==> src/rtl/complex_row_package_feeder_pkg.sv <==
// Shared definitions for the complex row package feeder: FSM encoding and
// default element/package geometry.
package complex_row_package_feeder_pkg;

  localparam int unsigned ELEMENT_WIDTH_DEF = 64;
  localparam int unsigned NO_OF_UNITS_DEF   = 8;
  localparam int unsigned ADDR_WIDTH_DEF    = 10;
  localparam int unsigned TOTAL_W           = 32;

  typedef enum logic [1:0] {
    IDLE   = 2'd0,
    FETCH  = 2'd1,
    ISSUE  = 2'd2,
    FINISH = 2'd3
  } state_e;

  // Slot index width; a single-element package still needs one bit.
  function automatic int unsigned idx_width(input int unsigned n);
    return (n > 1) ? $clog2(n) : 1;
  endfunction

endpackage

==> src/rtl/complex_package_assembler.sv <==
// One shadow register that collects a package of elements, element 0 in the
// top slice; exposes the value it will hold after the current edge.
module complex_package_assembler
  import complex_row_package_feeder_pkg::*;
#(
  parameter int unsigned element_width = ELEMENT_WIDTH_DEF,
  parameter int unsigned no_of_units   = NO_OF_UNITS_DEF
) (
  input  logic                                   clk,
  input  logic                                   reset,
  input  logic                                   wr_en,
  input  logic [idx_width(no_of_units)-1:0]      wr_idx,
  input  logic [element_width-1:0]               wr_data,
  output logic [element_width*no_of_units-1:0]   shadow_c
);

  localparam int unsigned IDX_W = idx_width(no_of_units);
  localparam int unsigned ROW_W = element_width * no_of_units;

  logic [ROW_W-1:0] shadow_d, shadow_q;

  always_comb begin
    shadow_d = shadow_q;
    for (int k = 0; k < int'(no_of_units); k++) begin
      if (wr_en && (wr_idx == IDX_W'(k))) begin
        shadow_d[element_width*(no_of_units-k)-1 -: element_width] = wr_data;
      end
    end
  end

  always_ff @(posedge clk or negedge reset) begin
    if (!reset) shadow_q <= '0;
    else        shadow_q <= shadow_d;
  end

  // Lets the issuing edge pick up the last element captured on that same edge.
  assign shadow_c = shadow_d;

endmodule

==> src/rtl/complex_row_package_feeder.sv <==
// Streams packages of no_of_units complex elements from two vector memories
// to the dot-product stage, one package per outsider_read_now pulse.
module complex_row_package_feeder
  import complex_row_package_feeder_pkg::*;
#(
  parameter int unsigned element_width = ELEMENT_WIDTH_DEF,
  parameter int unsigned no_of_units   = NO_OF_UNITS_DEF,
  parameter int unsigned addr_width    = ADDR_WIDTH_DEF
) (
  input  logic                                 clk,
  input  logic                                 reset,
  input  logic                                 start,
  input  logic [TOTAL_W-1:0]                   total,
  input  logic [addr_width-1:0]                base_addr,
  output logic                                 mem_rd_en,
  output logic [addr_width-1:0]                mem_addr,
  input  logic [element_width-1:0]             first_mem_data,
  input  logic [element_width-1:0]             second_mem_data,
  output logic [element_width*no_of_units-1:0] first_row_input,
  output logic [element_width*no_of_units-1:0] second_row_input,
  output logic                                 outsider_read_now,
  output logic                                 busy,
  output logic                                 done
);

  localparam int unsigned IDX_W = idx_width(no_of_units);
  localparam int unsigned ROW_W = element_width * no_of_units;
  localparam logic [IDX_W-1:0] LAST_IDX = IDX_W'(no_of_units - 1);

  state_e                state_d, state_q;
  logic                  mem_rd_en_d, mem_rd_en_q;
  logic [addr_width-1:0] mem_addr_d, mem_addr_q;
  logic [IDX_W-1:0]      rd_idx_d, rd_idx_q;
  logic                  cap_en_d, cap_en_q;
  logic [IDX_W-1:0]      cap_idx_d, cap_idx_q;
  logic [TOTAL_W-1:0]    pkg_cnt_d, pkg_cnt_q;
  logic [TOTAL_W-1:0]    pkg_total_d, pkg_total_q;
  logic [ROW_W-1:0]      first_row_d, first_row_q;
  logic [ROW_W-1:0]      second_row_d, second_row_q;
  logic                  pulse_d, pulse_q;
  logic                  busy_d, busy_q;
  logic                  done_d, done_q;

  logic [TOTAL_W-1:0]    job_pkgs_c;
  logic [ROW_W-1:0]      first_shadow_c, second_shadow_c;

  assign job_pkgs_c = total / TOTAL_W'(no_of_units);

  complex_package_assembler #(
    .element_width (element_width),
    .no_of_units   (no_of_units)
  ) u_first_asm (
    .clk      (clk),
    .reset    (reset),
    .wr_en    (cap_en_q),
    .wr_idx   (cap_idx_q),
    .wr_data  (first_mem_data),
    .shadow_c (first_shadow_c)
  );

  complex_package_assembler #(
    .element_width (element_width),
    .no_of_units   (no_of_units)
  ) u_second_asm (
    .clk      (clk),
    .reset    (reset),
    .wr_en    (cap_en_q),
    .wr_idx   (cap_idx_q),
    .wr_data  (second_mem_data),
    .shadow_c (second_shadow_c)
  );

  // Next-state and registered-output logic; data returns one cycle after each read.
  always_comb begin
    state_d      = state_q;
    mem_rd_en_d  = 1'b0;
    mem_addr_d   = mem_addr_q;
    rd_idx_d     = rd_idx_q;
    cap_en_d     = mem_rd_en_q;
    cap_idx_d    = rd_idx_q;
    pkg_cnt_d    = pkg_cnt_q;
    pkg_total_d  = pkg_total_q;
    first_row_d  = first_row_q;
    second_row_d = second_row_q;
    pulse_d      = 1'b0;
    busy_d       = busy_q;
    done_d       = 1'b0;

    unique case (state_q)
      IDLE: begin
        if (start) begin
          busy_d      = 1'b1;
          pkg_cnt_d   = '0;
          pkg_total_d = job_pkgs_c;
          mem_addr_d  = base_addr;
          rd_idx_d    = '0;
          if (job_pkgs_c == '0) begin
            state_d = FINISH;
            done_d  = 1'b1;
          end else begin
            state_d     = FETCH;
            mem_rd_en_d = 1'b1;
          end
        end
      end
      FETCH: begin
        if (mem_rd_en_q) begin
          mem_addr_d = mem_addr_q + addr_width'(1);
          if (rd_idx_q != LAST_IDX) begin
            mem_rd_en_d = 1'b1;
            rd_idx_d    = rd_idx_q + IDX_W'(1);
          end
        end else begin
          // Last element lands this edge; publish the completed package now.
          state_d      = ISSUE;
          pulse_d      = 1'b1;
          first_row_d  = first_shadow_c;
          second_row_d = second_shadow_c;
          pkg_cnt_d    = pkg_cnt_q + TOTAL_W'(1);
        end
      end
      ISSUE: begin
        if (pkg_cnt_q == pkg_total_q) begin
          state_d = FINISH;
          done_d  = 1'b1;
        end else begin
          state_d     = FETCH;
          mem_rd_en_d = 1'b1;
          rd_idx_d    = '0;
        end
      end
      FINISH: begin
        state_d = IDLE;
        busy_d  = 1'b0;
      end
      default: state_d = IDLE;
    endcase
  end

  always_ff @(posedge clk or negedge reset) begin
    if (!reset) begin
      state_q      <= IDLE;
      mem_rd_en_q  <= 1'b0;
      mem_addr_q   <= '0;
      rd_idx_q     <= '0;
      cap_en_q     <= 1'b0;
      cap_idx_q    <= '0;
      pkg_cnt_q    <= '0;
      pkg_total_q  <= '0;
      first_row_q  <= '0;
      second_row_q <= '0;
      pulse_q      <= 1'b0;
      busy_q       <= 1'b0;
      done_q       <= 1'b0;
    end else begin
      state_q      <= state_d;
      mem_rd_en_q  <= mem_rd_en_d;
      mem_addr_q   <= mem_addr_d;
      rd_idx_q     <= rd_idx_d;
      cap_en_q     <= cap_en_d;
      cap_idx_q    <= cap_idx_d;
      pkg_cnt_q    <= pkg_cnt_d;
      pkg_total_q  <= pkg_total_d;
      first_row_q  <= first_row_d;
      second_row_q <= second_row_d;
      pulse_q      <= pulse_d;
      busy_q       <= busy_d;
      done_q       <= done_d;
    end
  end

  assign mem_rd_en         = mem_rd_en_q;
  assign mem_addr          = mem_addr_q;
  assign first_row_input   = first_row_q;
  assign second_row_input  = second_row_q;
  assign outsider_read_now = pulse_q;
  assign busy              = busy_q;
  assign done              = done_q;

endmodule

==> config.mk <==
export PLATFORM = sky130hd
export DESIGN_NAME = complex_row_package_feeder
export DESIGN_NICKNAME = d
export VERILOG_FILES = /design/src/rtl/complex_row_package_feeder_pkg.sv /design/src/rtl/complex_package_assembler.sv /design/src/rtl/complex_row_package_feeder.sv
export SDC_FILE = /design/constraint.sdc
export NUM_CORES = 2
export LEC_CHECK = 0
export BUFFER_PORTS_ARGS = -buffer_cell sky130_fd_sc_hd__buf_4
export CORE_AREA = 2 2 471 473
export DETAILED_ROUTE_END_ITERATION = 16
export DIE_AREA = 0 0 473 475
export GPL_ROUTABILITY_DRIVEN = 0
export PLACE_DENSITY_LB_ADDON = 0.05
export SLEW_MARGIN = 30
export SYNTH_ARGS = -nofsm -noshare
export SYNTH_HDL_FRONTEND = slang
export SYNTH_HIERARCHICAL = 1
export SYNTH_SLANG_ARGS = --single-unit
==> constraint.sdc <==
create_clock -name clk -period 5.15 [get_ports clk]
set_input_delay 1.545 -clock clk [delete_from_list [all_inputs] [get_ports clk]]
set_output_delay 1.545 -clock clk [all_outputs]
set_load 0.03 [all_outputs]
==> impl_results.html <==
<table>
<tr><th>Metric</th><th>Value</th></tr>
<tr><th colspan="2">Layout</th></tr>
<tr><td>Fill cell count</td><td>20500</td></tr>
<tr><td>Layout Nets</td><td>8296</td></tr>
<tr><td>Leading cell types in the layout, fill and taps excluded</td><td>nand2_1 (3106), dfrtp_1 (2132), buf_4 (1268)</td></tr>
<tr><td>Leading cell type in the layout, fill and taps excluded</td><td>nand2_1</td></tr>
<tr><td>Post-route core utilization</td><td>46.6%</td></tr>
<tr><td>Synthesis-to-layout area growth</td><td>24.1%</td></tr>
<tr><td>Fraction of layout instances using a drive strength above 1</td><td>between 30 and 40%</td></tr>
<tr><th colspan="2">Critical path</th></tr>
<tr><td>Crit-path cells</td><td>buf_4</td></tr>
<tr><td>Register-to-Register Path Depth</td><td>5</td></tr>
<tr><td>Worst R2R Setup Slack</td><td>2.01 ns</td></tr>
<tr><td>Worst flop-to-flop path endpoint</td><td>second_row_input[473]$_DFFE_PN0P_</td></tr>
<tr><td>Maximum fanout along the worst path</td><td>8</td></tr>
<tr><td>Critical Path Source</td><td>mem_rd_en$_DFF_PN0_</td></tr>
<tr><td>Critical Path End Type</td><td>output pin</td></tr>
<tr><td>Arrival time at the worst endpoint</td><td>1.69 ns</td></tr>
<tr><td>Maximum single-stage delay on the critical path</td><td>0.60 ns</td></tr>
<tr><td>Launching point of the worst reg2reg path</td><td>state_q[1]$_DFFE_PN0P_</td></tr>
<tr><td>Setup crit start kind</td><td>flip-flop</td></tr>
<tr><td>Worst Setup Path Type</td><td>reg -&gt; out</td></tr>
<tr><td>Sum of buffers and inverters on the critical path</td><td>1</td></tr>
<tr><td>Gate family responsible for the most delay along the worst path</td><td>flip-flops</td></tr>
<tr><td>Required @ worst endpoint</td><td>3.61 ns</td></tr>
<tr><td>Slowest cell on crit path</td><td>dfrtp_1</td></tr>
<tr><th colspan="2">Route</th></tr>
<tr><td>Total detailed-routing wirelength</td><td>266 mm</td></tr>
<tr><td>Detailed-route DRC error count</td><td>0</td></tr>
<tr><td>Overall via count from detail_route</td><td>53900</td></tr>
<tr><td>1st-iter DRT viols</td><td>3424</td></tr>
<tr><td>First-pass iteration count of the detailed router</td><td>5</td></tr>
<tr><td>Routed via count divided by cell count</td><td>4.82</td></tr>
<tr><td>Post-detailed-route count of antenna-violating nets</td><td>0</td></tr>
<tr><td>Detail-routed net length per standard cell</td><td>23.8 um</td></tr>
<tr><th colspan="2">CTS</th></tr>
<tr><td>Clock latency of the later-clocked register in the worst-skew pair</td><td>0.86 ns</td></tr>
<tr><td>Clk sink count</td><td>2132</td></tr>
<tr><td>Number of instances resized during post-cts repair</td><td>0</td></tr>
<tr><td>Root buffer cell</td><td>clkbuf_16</td></tr>
<tr><td>Post-CTS setup buffers</td><td>0</td></tr>
<tr><td>Clock buffer depth</td><td>3</td></tr>
<tr><td>Clock-pin slew reported for the worst setup and hold paths after clock tree synthesis</td><td>0.06 ns</td></tr>
<tr><td>Hold-fix buffer count after cts</td><td>0</td></tr>
<tr><td>Clock tree from TritonCTS</td><td>done</td></tr>
<tr><td>Max H-tree Level</td><td>4</td></tr>
<tr><td>Number of CTS-inserted buffers</td><td>233</td></tr>
<tr><th colspan="2">Run</th></tr>
<tr><td>Number of violations of the max-capacitance limit</td><td>0</td></tr>
<tr><th colspan="2">Global routing</th></tr>
<tr><td>Wire length of the first global-routing pass</td><td>391 mm</td></tr>
<tr><td>Antenna violations before repair</td><td>23</td></tr>
<tr><td>Global route total overflow</td><td>0</td></tr>
<tr><td>Via count of the first global-routing pass</td><td>55400</td></tr>
<tr><td>GRT Total Usage</td><td>a little under a quarter</td></tr>
<tr><td>Maximum number of pins on one net before global-route repair</td><td>between 150 and 200</td></tr>
<tr><th colspan="2">Timing</th></tr>
<tr><td>Slew headroom</td><td>31.4%</td></tr>
<tr><td>Layout Skew</td><td>approximately 0.057 ns</td></tr>
<tr><td>Setup total negative slack</td><td>0 ns</td></tr>
<tr><td>Final max-slew violation count</td><td>0</td></tr>
<tr><td>Unrepaired setup endpoints after global routing</td><td>false</td></tr>
<tr><td>Final Hold Fails</td><td>0</td></tr>
<tr><td>Share of the cycle needed by the critical path after routing</td><td>62.8%</td></tr>
<tr><td>Slew at the pin closest to its max-slew limit</td><td>approximately 1.0 ns</td></tr>
<tr><td>Highest achievable clock rate</td><td>0.309 GHz</td></tr>
<tr><td>Total of endpoints with negative setup slack in the final report</td><td>0</td></tr>
<tr><td>Post-layout minimum cycle time</td><td>3.24 ns</td></tr>
<tr><th colspan="2">Logic synthesis</th></tr>
<tr><td>Post-synthesis register bit count</td><td>2132</td></tr>
<tr><td>Gate count after technology mapping</td><td>6920</td></tr>
<tr><td>Area of the mapped netlist</td><td>approximately 0.08 mm^2</td></tr>
<tr><td>Net Count, Synth</td><td>7097</td></tr>
<tr><td>Primary FF master, synth</td><td>dfrtp_1</td></tr>
<tr><td>Count of flip-flops with a built-in enable after synthesis</td><td>0</td></tr>
<tr><td>Synthesized area divided by synthesized cell count</td><td>11.9 um^2</td></tr>
<tr><td>Yosys warnings</td><td>6</td></tr>
<tr><td>Distinct cell type count after synthesis</td><td>55</td></tr>
<tr><td>Seq/Total Area, Yosys</td><td>between 60% and 70%</td></tr>
<tr><td>Share of flip-flops with an asynchronous set or reset</td><td>100%</td></tr>
<tr><th colspan="2">Min path</th></tr>
<tr><td>Hold depth</td><td>0</td></tr>
<tr><td>Hold Path Sink</td><td>cap_idx_q[1]$_DFF_PN0_</td></tr>
<tr><td>HP Start</td><td>cap_idx_d[1]$_DFFE_PN0P_</td></tr>
<tr><td>Classification of the worst-slack hold path</td><td>reg -&gt; reg</td></tr>
<tr><th colspan="2">Power</th></tr>
<tr><td>Max rail drop VDD</td><td>509 uV</td></tr>
<tr><td>Cell Pwr Density</td><td>770 mW/mm^2</td></tr>
<tr><td>Static leakage</td><td>51.5 nW</td></tr>
<tr><th colspan="2">Floorplan</th></tr>
<tr><td>Initial Util</td><td>37.5%</td></tr>
<tr><td>Placeable core region</td><td>0.219 mm^2</td></tr>
<tr><td>Number of top-level pins</td><td>1211</td></tr>
<tr><td>Number of cell rows</td><td>172</td></tr>
<tr><td>Full die area</td><td>0.225 mm^2</td></tr>
<tr><td>Horizontal extent of the die</td><td>473 um</td></tr>
<tr><td>Chip height</td><td>475 um</td></tr>
<tr><th colspan="2">Outcome</th></tr>
<tr><td>Run status</td><td>complete, no violations</td></tr>
<tr><th colspan="2">Placement</th></tr>
<tr><td>Half-perimeter wire length after detailed placement</td><td>176 mm</td></tr>
<tr><td>Number of port buffers</td><td>1207</td></tr>
</table>
[metrics by stage]
step	power, W	worst slack (ns)	hold WS, ns	instances	instance area [um^2]
detailed placement	0.0624	1.98	0.427	10800	94300
floorplan	0.0491	2.33	0.398	6920	82200
CTS	0.0796	1.83	0.437	11200	102000
finish	0.0786	1.91	0.432	11200	102000
global placement	0.0619	1.99	0.422	10800	94200
global route	0.0832	1.76	0.458	11200	102000
[worst max path at each step]
stage | to | slack (ns) | cells after the start
after global placement | pkg_cnt_q[31]$_DFFE_PN0P_ | 1.99 | 6
after detailed placement | pkg_cnt_q[31]$_DFFE_PN0P_ | 1.98 | 6
after global routing | second_row_input[406]$_DFFE_PN0P_ | 1.76 | 5
after CTS | mem_rd_en | 1.83 | 1
after floorplan | pkg_cnt_q[31]$_DFFE_PN0P_ | 2.33 | 5
final | mem_rd_en | 1.91 | 1
[area by class of cell]
cell class	count	area, um^2	area share [%]
Clock buffer	363	7090	6.94
Clock inverter	66	673	0.659
Tap cell	2871	3590	3.52
Antenna cell	11	27.5	0.0270
Multi-Input combinational cell	4425	26700	26.2
Inverter	6	30.0	0.0294
Sequential cell	2132	53400	52.3
Timing Repair Buffer	1321	10600	10.4
[cell families after synthesis]
logic type,count (synthesis),share of synthesized area (%)
and+or+nand+nor,3238,15.2
DFF,2132,64.9
muxes,1053,16.1
buffers and inverters,363,2.71
AOI/OAI and AO/OA,89,0.647
xor gates and xnor gates,41,0.437
adders and majority gates,4,0.0609
[flip-flops by register name, indices dropped and copies added, names as in the netlist]
name / count
busy: 1
cap_en_q: 1
cap_idx_d: 3
cap_idx_q: 3
done: 1
first_row_input: 512
mem_addr: 10
mem_rd_en: 1
outsider_read_now: 1
pkg_cnt_q: 32
pkg_total_q: 29
second_row_input: 512
state_q: 2
u_first_asm/shadow_q: 512
u_second_asm/shadow_q: 512
[power by group]
group / leakage (nW) / internal (W) / switching, W
clock: 3.84 / 0.00981 / 0.00696
sequential: 26.1 / 0.0246 / 0.00357
combinational: 21.6 / 0.0124 / 0.0213
[routing by layer]
layer  wire length [um]  global-route usage, %
met2             124000                   37.1
met3              16800                   6.17
met4              12000                   10.3
met1             113000                   30.2
met5                184                      0
[synth_stat cells (all sizes together) (9+ instances only)]
| cell | count | share of area (%) |
|---|---|---|
| clkbuf | 156 | 0.71 |
| buf | 201 | 2.0 |
| o21ai | 41 | 0.25 |
| dfrtp | 2132 | 65 |
| xor2 | 35 | 0.37 |
| nor2 | 30 | 0.14 |
| and3 | 10 | 0.076 |
| a21oi | 18 | 0.11 |
| nand3 | 16 | 0.10 |
| nand2 | 3106 | 14 |
| mux2 | 1053 | 16 |
| nand4 | 24 | 0.21 |
| nor4 | 14 | 0.11 |
| a31oi | 9 | 0.068 |
No activity file was read; power rests on OpenSTA's default activity.
